`config.mk`:
```
export PLATFORM = sky130hd
export DESIGN_NAME = timing_ring
export DESIGN_NICKNAME = d
export VERILOG_FILES = /design/src/rtl/timing_ring.sv
export SDC_FILE = /design/constraint.sdc
export NUM_CORES = 1
export LEC_CHECK = 0
export CAP_MARGIN = 0
export CORE_MARGIN = 1.5
export CORE_UTILIZATION = 63
export DETAILED_ROUTE_END_ITERATION = 7
export DONT_BUFFER_PORTS = 1
export GPL_ROUTABILITY_DRIVEN = 1
export PLACE_DENSITY_LB_ADDON = 0.1
export SETUP_SLACK_MARGIN = 0.02
export SLEW_MARGIN = 20
export SYNTH_ARGS = -nofsm -noshare
export SYNTH_HDL_FRONTEND = slang
export SYNTH_SLANG_ARGS = --single-unit
```
`constraint.sdc`:
```
create_clock -name i_clk -period 5.1 [get_ports i_clk]
set_clock_uncertainty 0.2 [all_clocks]
set_input_delay 1.53 -clock i_clk [delete_from_list [all_inputs] [get_ports i_clk]]
set_output_delay 1.53 -clock i_clk [all_outputs]
set_load 0.03 [all_outputs]
```
`src/rtl/timing_ring.sv`:
```
// Ring counter of POSITIONS one-hot stages with start/stop run control,
// per-position fixed-width pulses and a wrap marker.
module timing_ring #(
  parameter int POSITIONS = 8,
  parameter int PULSE_LEN = 2
) (
  input  logic                 i_clk,
  input  logic                 i_reset,
  input  logic                 i_advance,
  input  logic                 i_advance_gate,
  input  logic                 i_dc_reset,
  input  logic                 i_start,
  input  logic                 i_stop,
  output logic [POSITIONS-1:0] o_pos,
  output logic [POSITIONS-1:0] o_npos,
  output logic [POSITIONS-1:0] o_pulse,
  output logic                 o_running,
  output logic                 o_cycle_end
);

  // state    | meaning
  // IDLE     | ring parked, advances ignored
  // RUN      | advances step the ring
  // STOPPING | running, stop requested; halts on next wrap to position 0
  typedef enum logic [1:0] {IDLE, RUN, STOPPING} run_state_t;

  localparam logic [POSITIONS-1:0] HOME = POSITIONS'(1);

  run_state_t           state, state_next;
  logic                 last_advance, last_start, last_stop;
  logic                 advance_ev, start_ev, stop_ev;
  logic                 step, wrap;
  logic [POSITIONS-1:0] pos;
  logic [3:0]           pulse_cnt;
  logic                 cycle_end;

  assign advance_ev = i_advance & ~last_advance;
  assign start_ev   = i_start & ~last_start;
  assign stop_ev    = i_stop & ~last_stop;
  assign step       = advance_ev & i_advance_gate & o_running;
  assign wrap       = step & pos[POSITIONS-1];

  // Edge detectors keep sampling through dc reset so held inputs never fire on release.
  always_ff @(posedge i_clk or posedge i_reset) begin
    if (i_reset) begin
      last_advance <= 1'b0;
      last_start   <= 1'b0;
      last_stop    <= 1'b0;
    end else begin
      last_advance <= i_advance;
      last_start   <= i_start;
      last_stop    <= i_stop;
    end
  end

  always_ff @(posedge i_clk or posedge i_reset) begin
    if (i_reset) state <= IDLE;
    else         state <= state_next;
  end

  always_comb begin
    state_next = state;
    if (!i_dc_reset) begin
      state_next = IDLE;
    end else begin
      case (state)
        IDLE:     if (start_ev) state_next = RUN;
        RUN: begin
          if (wrap && stop_ev) state_next = IDLE;
          else if (stop_ev)    state_next = STOPPING;
        end
        STOPPING: if (wrap) state_next = IDLE;
        default:  state_next = IDLE;
      endcase
    end
  end

  always_comb begin
    o_running = 1'b0;
    if (state != IDLE) o_running = 1'b1;
  end

  always_ff @(posedge i_clk or posedge i_reset) begin
    if (i_reset) begin
      pos       <= HOME;
      pulse_cnt <= 4'd0;
      cycle_end <= 1'b0;
    end else if (!i_dc_reset) begin
      pos       <= HOME;
      pulse_cnt <= 4'd0;
      cycle_end <= 1'b0;
    end else begin
      cycle_end <= wrap;
      if (step) begin
        pos       <= {pos[POSITIONS-2:0], pos[POSITIONS-1]};
        pulse_cnt <= 4'(PULSE_LEN);
      end else if (pulse_cnt != 4'd0) begin
        pulse_cnt <= pulse_cnt - 4'd1;
      end
    end
  end

  // The pulse rides on the one-hot position, so at most one bit is ever high.
  assign o_pos       = pos;
  assign o_npos      = ~pos;
  assign o_pulse     = (pulse_cnt != 4'd0) ? pos : '0;
  assign o_cycle_end = cycle_end;

endmodule

```
* After elaboration in Yosys (flattened, before gate mapping)
Cells that the tools add are included.
** Word-level totals
- Register bits :: 18
- Bits of input ports :: 7
- Output and inout bits :: 26
- Logic and storage cells :: 44
** Operators by class
- $add $sub $neg :: 1
- Eq/ne operators :: 7
- Multiplexer cells :: 14
- Bitwise logic cells :: 10
- Reduce and logical (&&, ||, !) cells :: 5
** Operator list (number)
- 2-to-1 mux 8 bit :: 3
- 2-to-1 mux 4 bit :: 3
- 2-to-1 mux 2 bit :: 5
- inverter 8 bit :: 1
- AND 1 bit :: 6
- != test 3 bit, second input constant :: 2
- case mux 2 bit (3 select lines) :: 1
- != test 4 bit, second input constant :: 1
- nonzero test 4 bit :: 1
- subtractor 4 x 1 -> 4 bit, second input constant :: 1
- != test 3 x 1 -> 1 bit, second input constant :: 1
- inverter 1 bit :: 3
- AND reduction 3 bit :: 1
- == test 2 x 1 -> 1 bit, second input constant :: 1
- == test 2 bit, second input constant :: 1
- logical NOT 2 bit :: 1
- 2-to-1 mux 1 bit :: 2
- != test 2 x 1 -> 1 bit, second input constant :: 1
- nonzero test 2 bit :: 1
- logical AND 1 bit :: 1

* Depth between registers and ports, before layout
Gate-level depths: netlist (run 1).
- Depth after elaboration :: 9
- Mapped depth :: 6
- Depth with buffers taken out :: 5

* Worst setup path before layout (run 1)
OpenSTA, ideal clock, no wires.
- Path kind :: register to output
- From :: register pulse_cnt[0]
- To :: output port o_pulse[0]
- Data arrival time :: 1330 ps
- Required time :: 3370 ps
- Slack :: 2040 ps
- Cell stages (with the launch flop) :: 6
- Path buffers :: 1
- Cell sequence :: dfrtp_1 inv_1 ha_1 nor3b_1 buf_4 nor2_1
** On the way
- Cells in the longest elaborated chain, start to end :: 2
** RTL lines
- start: declaration :: line 34 : logic [3:0] pulse_cnt;
- start signal: assignment :: line 96 : pulse_cnt <= 4'(PULSE_LEN);
- start signal: assignment :: line 98 : pulse_cnt <= pulse_cnt - 4'd1;
- nonzero test 4 bit :: line 106 : assign o_pulse = (pulse_cnt != 4'd0) ? pos : '0;
- 2-to-1 mux 8 bit :: line 106
- end: declaration :: line 16 : output logic [POSITIONS-1:0] o_pulse,
No other way between the ends.

* Worst setup path in the final report (run 1)
- From :: register pulse_cnt[0]
- To :: output port o_pulse[3]
The elaborated chain is that of the path after synthesis.

==> results by stage, run 1 <==
Timing:
- The final count of hold timing violations came to 0.
- The transition time of the tightest slew-check pin is 0.6631 ns.
- The number of pins with negative max-slew slack in the final report was 0.
- Setup repair after global routing left no endpoint under its margin.
- Measured against its own limit, the worst slew margin works out to a little under three fifths.
- The worst hold-check slack is 0.3164 ns.
- Based on the critical path, the design can be clocked at up to 0.2880 GHz.
- The clock period could shrink to 3.472 ns.
- The final count of negative-setup-slack endpoints is 0.
- The worst path uses 68.08% of the clock period.
- The total negative slack for setup checks is 0 ns.
- The worst path meets setup with 1.628 ns of slack.

Job:
- The count of maximum capacitance violations is 0.

Setup path:
- In this run the worst path has a maximum fanout of 11.
- The slowest cell on the critical path is sky130_fd_sc_hd__nor2_1.
- The critical path arrival is 1.74 ns.
- At the worst endpoint, the required time is approximately 3.4 ns.
- Traced cell by cell, the critical path runs through inv_1 > ha_1 > nor3b_1 > buf_4 > nor2_1.
- The sort of element at the end of the critical path is an output pin.
- The type of the worst setup path is flip-flop to output pin.
- The largest single stage delay on the critical path is 0.44 ns.
- The type of element launching the critical path is a flip-flop.

Floorplan:
- The placement row count is 13.
- Measured along the y axis, the die boundary spans 39.67 um.
- The die area is 1574 um2.
- The number of ports placed on the die boundary is 33.
- Once the floorplan was initialized, standard cells occupied 66.77% of the core.
- The region available for standard cell placement spans 1269 um2.
- The die span in x is 39.67 um.

Power and ir drop:
- The static leakage is 0.0004236 uW.
- The power per cell area is 425.2 nW/um2.
- The design draws ~380 uW.
- The worst-case IR drop observed on VDD is 259.7 uV.

Global route:
- The met3 global-route usage is 7.386%.
- The global-route wire length before repair is roughly 2.3 mm.
- The via count of the first global-routing pass came to 517.
- The number of antenna violations at the first check in global routing is 0.
- The routing usage on met2 is 36.89%.
- Entering global routing, the biggest net connects 19 pins.
- The met1 global-route usage is 30.15%.
- The total congestion overflow after global routing is 0.
- The layer carrying the most global-route usage is met2.
- For this run, the total global-route usage over all layers was measured as 24.15%.

Place:
- Input and output buffers added on the ports amount to 0.
- The setup slack after placement is 1.952 ns.
- The total half-perimeter wirelength after legalization and detailed placement is 1.121 mm.
- At the end of routability-driven placement, the weighted congestion stood at 0.6420.

Clocking:
- Once the clock tree was built, the setup fixing pass inserted 0 buffers.
- After clock tree synthesis, the repair step resized 0 gates.
- The root buffer cell chosen for the clock tree is sky130_fd_sc_hd__clkbuf_4.
- The TritonCTS buffer count is 3.
- The number of buffers between clock root and the deepest sink is 2.
- TritonCTS built the clock tree.
- For this design, the CTS-stage hold fixing added 0 buffers.
- The CTS sink count is 18.
- CTS built an H-tree with a depth of 1.
- Clock-pin slew was measured on the worst setup and hold paths at 0.09 ns.
- The later-pin clock latency in the skew report is 0.28 ns.

Yosys:
- The share of the yosys chip area belonging to registers is 53.32%.
- The prevailing post-synth register cell is sky130_fd_sc_hd__dfrtp_1.
- The cell area that synthesis handed to floorplanning was approximately 850 um2.
- The synthesized design spends more area on one cell type than any other, namely sky130_fd_sc_hd__dfrtp_1.
- Averaged over all synthesized cells, the footprint is 10.08 um2.
- Counting flops with an async set or reset pin after synthesis yields a share of 100.0%.
- The most common cell in the synthesized netlist is sky130_fd_sc_hd__dfrtp_1.
- In the synthesized netlist, the cells that appear most often are sky130_fd_sc_hd__dfrtp_1, sky130_fd_sc_hd__inv_1, sky130_fd_sc_hd__nor2_1.
- Synthesis inferred 18 register bits.
- When the netlist entered floorplanning its net count stood at 93.
- The count of distinct cell types in the synthesized netlist is 25.
- The Yosys warning count is 0.
- The proportion of netlist area held by the largest area contributor is 50.22%.
- In the post-synthesis netlist, the biggest area contributors are sky130_fd_sc_hd__dfrtp_1, sky130_fd_sc_hd__mux2i_1, sky130_fd_sc_hd__inv_1, sky130_fd_sc_hd__nor2_1, sky130_fd_sc_hd__nand2_1.
- Counting every instance in the synthesized netlist gives 84.
- In this run, synthesis inferred 0 flip-flops with an integrated enable.

Drt:
- The final routed DRC violation total is 0.
- The detailed-route wire length is 1.469 mm.
- The first TritonRoute pass finished after 4 iterations.
- The per-cell via count in the routed design is 5.535.
- The routed layout has 559 vias.
- In this run, the number of DRC markers left after iteration 0 of detailed routing was 9.
- The remaining antenna violation count is 0.
- After detailed routing, the average wire length per cell comes to ~15 um.

Status:
- The run finished with clean final reports.

Worst hold path:
- The worst hold-check path type is flip-flop to flip-flop.

Layout:
- The number of nets in the finished design is 96.
- The synthesis-to-finish area growth is 5.465%.
- 0 antenna diodes ended up in the layout.
- The layout cell share with drive strength beyond 1 is a little over a tenth.
==> report_power, final <==
group | switching, uW | internal [uW] | total, uW
Combinational | 73.3 | 53.2 | 127
Sequential | 12.1 | 157 | 169
Clock | 40.6 | 43.4 | 84.0
Total | 126 | 254 | 380
==> registers in the layout, indices dropped and copies added, names as in the netlist <==
register / count
pulse_cnt: 4
last_stop: 1
state: 2
last_advance: 1
last_start: 1
o_cycle_end: 1
o_pos: 8
==> final timing paths <==
path | to | from | depth (start not counted) | slack (ns)
max reg2reg | state[1] | o_pos[7] | 3 | 3.32
min reg2reg | state[0] | state[1] | 1 | 0.32
min in group asynchronous | o_pos[2] | i_reset | 1 | 1.02
max in group asynchronous | pulse_cnt[0] | i_reset | 1 | 3.26
min | state[0] | state[1] | 1 | 0.32
max | o_pulse[3] | pulse_cnt[0] | 5 | 1.63
==> per-layer routing <==
metal  wire length (um)  part of all wire, %
met5                  0                    0
met4                 15                  1.0
met3                 55                  3.7
met2                764                   52
met1                633                   43
==> logic make-up after synthesis <==
group,after synthesis,synth area share (%)
buf+inv,16,7.681
mux,9,10.78
xor+xnor,2,2.068
fa+ha+maj,2,2.954
flops,18,53.32
compound gates,5,3.989
simple gates,32,19.20
==> metrics by stage <==
step | std cells | util, % | instance area, um2
after floorplan | 84 | - | 847.1
after global placement | 97 | 67.55 | 857.1
after detailed placement | 97 | 67.55 | 857.1
after CTS | 101 | 70.41 | 893.4
after global routing | 101 | 70.41 | 893.4
final | 101 | 70.41 | 893.4
==> area by class of cell <==
type	count	area [um2]
Clock buffer	4	36.28
Multi-Input combinational cell	50	330.3
Sequential cell	18	451.7
Fill cell	108	375.4
Tap cell	15	18.77
Timing Repair Buffer	1	7.507
Inverter	13	48.80
==> worst max-delay path, delay by kind of cell (launching register included) <==
kind	cells	cell delay [ns]
buffers and inverters	2	0.26
AND/OR/NAND/NOR	2	0.59
adder cells (fa/ha/maj)	1	0.21
flip-flops	1	0.39
==> cells in the final DEF, fill, tap and decap left out <==
cell and instances:
sky130_fd_sc_hd__inv_1 13, sky130_fd_sc_hd__nor3b_1 3, sky130_fd_sc_hd__nor2_2 1, sky130_fd_sc_hd__clkbuf_8 1
sky130_fd_sc_hd__mux2_2 1, sky130_fd_sc_hd__dfstp_2 1, sky130_fd_sc_hd__and3_1 2, sky130_fd_sc_hd__nand2_1 9
sky130_fd_sc_hd__nor2_1 11, sky130_fd_sc_hd__o21a_1 1, sky130_fd_sc_hd__buf_4 1, sky130_fd_sc_hd__dfrtp_1 17
sky130_fd_sc_hd__xnor2_1 2, sky130_fd_sc_hd__nor3_2 1, sky130_fd_sc_hd__nor3_1 1, sky130_fd_sc_hd__a21o_1 1
sky130_fd_sc_hd__clkbuf_4 3, sky130_fd_sc_hd__ha_1 2, sky130_fd_sc_hd__or3_1 1, sky130_fd_sc_hd__a21oi_1 2
sky130_fd_sc_hd__o41ai_1 1, sky130_fd_sc_hd__nor4b_1 1, sky130_fd_sc_hd__nor4bb_1 1, sky130_fd_sc_hd__mux2i_1 8
sky130_fd_sc_hd__nand2b_1 1
Note: power is estimated with default switching activity, not from simulation.
==> run 2, diff against run 1 <==
--- a/config.mk
+++ b/config.mk
@@ -5,9 +5,10 @@
 export SDC_FILE = /design/constraint.sdc
 export NUM_CORES = 1
 export LEC_CHECK = 0
+export ABC_AREA = 1
 export CAP_MARGIN = 0
 export CORE_MARGIN = 1.5
-export CORE_UTILIZATION = 63
+export CORE_UTILIZATION = 54
 export DETAILED_ROUTE_END_ITERATION = 7
 export DONT_BUFFER_PORTS = 1
 export GPL_ROUTABILITY_DRIVEN = 1
==> constraint.sdc (replaced) <==
create_clock -name i_clk -period 3 [get_ports i_clk]
set_clock_uncertainty 0.2 [all_clocks]
set_input_delay 0.9 -clock i_clk [delete_from_list [all_inputs] [get_ports i_clk]]
set_output_delay 0.9 -clock i_clk [all_outputs]
set_load 0.03 [all_outputs]
==> results by stage, run 2 <==
Status:
- Status: finished, final reports clean (unchanged).

Layout:
- The post-route non-filler standard cell count is 125 (was 101).
- The count of antenna diodes in the layout is 0 (unchanged).
- The layout cell share with drive strength beyond 1 is 12.84% (was 10.47%).
- The number of flip-flops under the largest register name was 8 (unchanged).
- The summed area of non-filler cells in the final layout is 914.6 um2 (was 893.4 um2).
- The synthesis-to-finish area growth was 1.247% (was 5.465%).
- Commonest cells after routing, fill and taps aside: sky130_fd_sc_hd__inv_1, sky130_fd_sc_hd__nor2_1, sky130_fd_sc_hd__dfrtp_1, sky130_fd_sc_hd__nand2_1, sky130_fd_sc_hd__nand3_1 (was sky130_fd_sc_hd__dfrtp_1, sky130_fd_sc_hd__inv_1, sky130_fd_sc_hd__nor2_1, sky130_fd_sc_hd__nand2_1, sky130_fd_sc_hd__mux2i_1).
- The number of nets in the finished design came to 119 (was 96).
- The most common cell after layout, fill and taps aside is sky130_fd_sc_hd__inv_1 (was sky130_fd_sc_hd__dfrtp_1).

Timing:
- The final count of hold timing violations was 0 (unchanged).
- Timing would allow up to 0.3637 GHz.
- The worst hold-check slack is 0.3829 ns (was 0.3164 ns).
- The final count of negative-setup-slack endpoints came to 0 (unchanged).
- The transition time of the tightest slew-check pin is 0.6655 ns (was 0.6631 ns).
- The total negative slack for setup checks is 0 ns (unchanged).
- Dividing the final minimum period by the clock period gives 91.64%.
- The minimum setup slack in the final design was 0.2507 ns (was 1.628 ns).
- Unrepaired setup endpoints after global routing: no (unchanged).
- The number of pins with negative max-slew slack in the final report is 0 (unchanged).
- The clock period could shrink to 2.749 ns.
- The worst relative slew slack is 55.58% (was 55.74%).

Drt:
- The detailed-routing iteration count for the pre-antenna-repair pass is 4 (unchanged).
- The total number of vias is 685 (was 559).
- The final routed DRC violation total is 0 (unchanged).
- The per-cell via count in the routed design is 5.480 (was 5.535).
- The remaining antenna violation count is 0 (unchanged).
- The detailed router's first-iteration violation count came to 6 (was 9).
- The detailed-route wire length was 1.705 mm (was 1.469 mm).
- The average wire length per cell after detail routing is 13.64 um (was 14.54 um).

Setup path:
- The startpoint of the worst-slack reg-to-reg timing path is pulse_cnt[0] (was o_pos[7]).
- The worst setup path endpoint is o_pulse[0] (was o_pulse[3]).
- The number of cells traversed by the worst register-to-register path was 7 (was 3).
- The required time of the critical path is 1.90 ns (was 3.37 ns).
- The type of element launching the critical path is a flip-flop (unchanged).
- The sort of element at the end of the critical path is an output pin (unchanged).
- The setup slack on the worst flop-to-flop path was 1.46 ns (was 3.32 ns).
- The launching element of the worst setup path is o_pos[0] (was pulse_cnt[0]).
- The critical path arrival was 1.65 ns (was 1.74 ns).
- The maximum net fanout on the critical path is 3 (was 11).
- The type of the worst setup path is flip-flop to output pin (unchanged).
- The terminus of the critical flop-to-flop path is pulse_cnt[1] (was state[1]).

Power and ir drop:
- The switching power was 338.4 uW (was 126.0 uW).
- The sequential cell fraction of total power is 42.8% (was 44.6%).
- The part of the total power dissipated in the clock network was 15.9% (was 22.1%).
- The total internal power came to 420.7 uW (was 253.9 uW).
- The static leakage is 0.0004656 uW (was 0.0004236 uW).
- The switching share of power is 44.58% (was 33.17%).
- The proportion of power drawn by combinational gates is 41.3% (was 33.3%).
- The worst supply voltage drop on vdd is 436.5 uV (was 259.7 uV).
- The power per cell area is 830.0 nW/um2 (was 425.2 nW/um2).

Yosys:
- Cell types with the highest counts after synthesis: sky130_fd_sc_hd__inv_1, sky130_fd_sc_hd__dfrtp_1, sky130_fd_sc_hd__nor2_1 (was sky130_fd_sc_hd__dfrtp_1, sky130_fd_sc_hd__inv_1, sky130_fd_sc_hd__nor2_1).
- The dominant cell type by area after synthesis is sky130_fd_sc_hd__dfrtp_1 (unchanged).
- The number of enable-type register cells in the synthesized netlist is 0 (unchanged).
- The Yosys warning count came to 0 (unchanged).
- Top cells by area in the synthesized netlist: sky130_fd_sc_hd__dfrtp_1, sky130_fd_sc_hd__inv_1, sky130_fd_sc_hd__nor2_1, sky130_fd_sc_hd__nand2_1, sky130_fd_sc_hd__nand3_1 (was sky130_fd_sc_hd__dfrtp_1, sky130_fd_sc_hd__mux2i_1, sky130_fd_sc_hd__inv_1, sky130_fd_sc_hd__nor2_1, sky130_fd_sc_hd__nand2_1).
- The proportion of netlist area held by the largest area contributor is 47.09% (was 50.22%).
- The synthesized netlist cell count came to 109 (was 84).
- The mean instance size in the synthesized netlist is 8.288 um2 (was 10.08 um2).
- The post-synthesis cell area is 903.4 um2 (was 847.1 um2).
- The share of the yosys chip area belonging to registers is 50.00% (was 53.32%).
- The proportion of synthesized flip-flops having asynchronous set or reset is 100.0% (unchanged).
- The prevailing post-synth register cell is sky130_fd_sc_hd__dfrtp_1 (unchanged).
- The most frequent cell after synthesis is sky130_fd_sc_hd__inv_1 (was sky130_fd_sc_hd__dfrtp_1).
- The post-synth net total is 118 (was 93).
- The number of synthesized register bits was 18 (unchanged).
- The count of distinct cell types in the synthesized netlist is 22 (was 25).

Clocking:
- The H-tree depth is 1 (unchanged).
- The CTS sink count was 18 (unchanged).
- The TritonCTS buffer count was 3 (unchanged).
- The later-pin clock latency in the skew report is 0.28 ns (about the same).
- The buffers inserted during post-CTS setup optimization was 0 (unchanged).
- The clock-pin slew on the worst setup and hold paths is 0.11 ns (was 0.09 ns).
- The number of gates resized after cts is 0 (unchanged).
- The cell at the root of the clock tree is sky130_fd_sc_hd__clkbuf_4 (unchanged).
- The clock tree from TritonCTS is built (unchanged).
- The count of hold-fix buffers inserted at cts came to 0 (unchanged).
- The number of buffers between clock root and the deepest sink is 2 (unchanged).

Global route:
- The global router's overall resource usage was 20.90% (was 24.15%).
- The total congestion overflow after global routing was 0 (unchanged).
- The via count of the first global-routing pass is 664 (was 517).
- The number of antenna violations at the first check in global routing is 0 (unchanged).
- The global-route wire length before repair was 2.960 mm (was 2.318 mm).
- The largest net degree at the start of global routing is 19 (unchanged).

Floorplan:
- The placement row count is 14 (was 13).
- The standard cell core area was 1541 um2 (was 1269 um2).
- The die area came to 1927 um2 (was 1574 um2).
- The die span in x is 43.90 um (was 39.67 um).
- The number of ports placed on the die boundary is 33 (unchanged).
- The starting density of the core is 58.60% (was 66.77%).
- The die outline height is 43.90 um (was 39.67 um).

Worst hold path:
- The worst hold-check path type is primary input to asynchronous set/reset pin (was flip-flop to flip-flop).

Place:
- The number of input and output port buffers inserted is 0 (unchanged).
- The number of cells after detailed placement is 121 (was 97).
- The setup slack after placement is 0.5567 ns (was 1.952 ns).
- The total half-perimeter wirelength after legalization and detailed placement came to 1.238 mm (was 1.121 mm).
- The placed cell area came to 888.4 um2 (was 857.1 um2).
- The final weighted congestion in routability-driven placement is 0.7655 (was 0.6420).

Job:
- The count of maximum capacitance violations was 0 (unchanged).
[run 2: power groups by stage]
stage                     Clock (uW)  Sequential, uW  Combinational [uW]
after floorplan                    0             323                 294
after global placement             0             327                 302
after detailed placement           0             330                 313
after CTS                        125             325                 313
after global routing             134             328                 351
final                            121             325                 313
[run 2: worst min-delay path by stage]
stage                      start  slack (ns)            to
floorplan           pulse_cnt[3]        0.35  pulse_cnt[3]
global placement    pulse_cnt[3]        0.38  pulse_cnt[3]
detailed placement  pulse_cnt[3]        0.40  pulse_cnt[3]
CTS                      i_reset        0.41      o_pos[5]
global route           i_advance        0.41  last_advance
finish                   i_reset        0.38      o_pos[5]
[run 2: routing by layer]
metal | track usage [%] | up-vias | routed length [um]
li1 | - | 332 | -
met1 | 28.15 | 319 | 783
met2 | 33.82 | 32 | 782
met3 | 5.000 | 2 | 118
met4 | 5.455 | 0 | 20
met5 | 0 | - | 0
[run 2: area by class of cell]
cell class	count	area [um2]
clock buffers	4	26.28
fillers	147	626.9
inverters	22	82.58
multi-input cells	65	334.1
flip-flops and latches	18	451.7
well taps	16	20.02
[run 2: cells by family after synthesis]
family | share of synthesized area [%]
fa+ha+maj | 2.770
buf+inv | 13.02
simple gates | 23.27
flops | 50.00
xor+xnor | 1.939
compound gates | 9.003
[run 2: critical path: stages, from the launching register on]
cell	delay, ns
sky130_fd_sc_hd__dfstp_2	0.65
sky130_fd_sc_hd__inv_1	0.21
sky130_fd_sc_hd__nor2_1	0.51
[run 2: through the flow]
| step | power (uW) | util, % |
|---|---|---|
| 3_3_place_gp | 628.8 | 57.63 |
| 3_5_place_dp | 642.9 | 57.63 |
| 5_1_grt | 813.2 | 59.33 |
| 2_1_floorplan | 616.8 | - |
| 6_report | 759.1 | 59.33 |
| 4_1_cts | 764.0 | 59.33 |
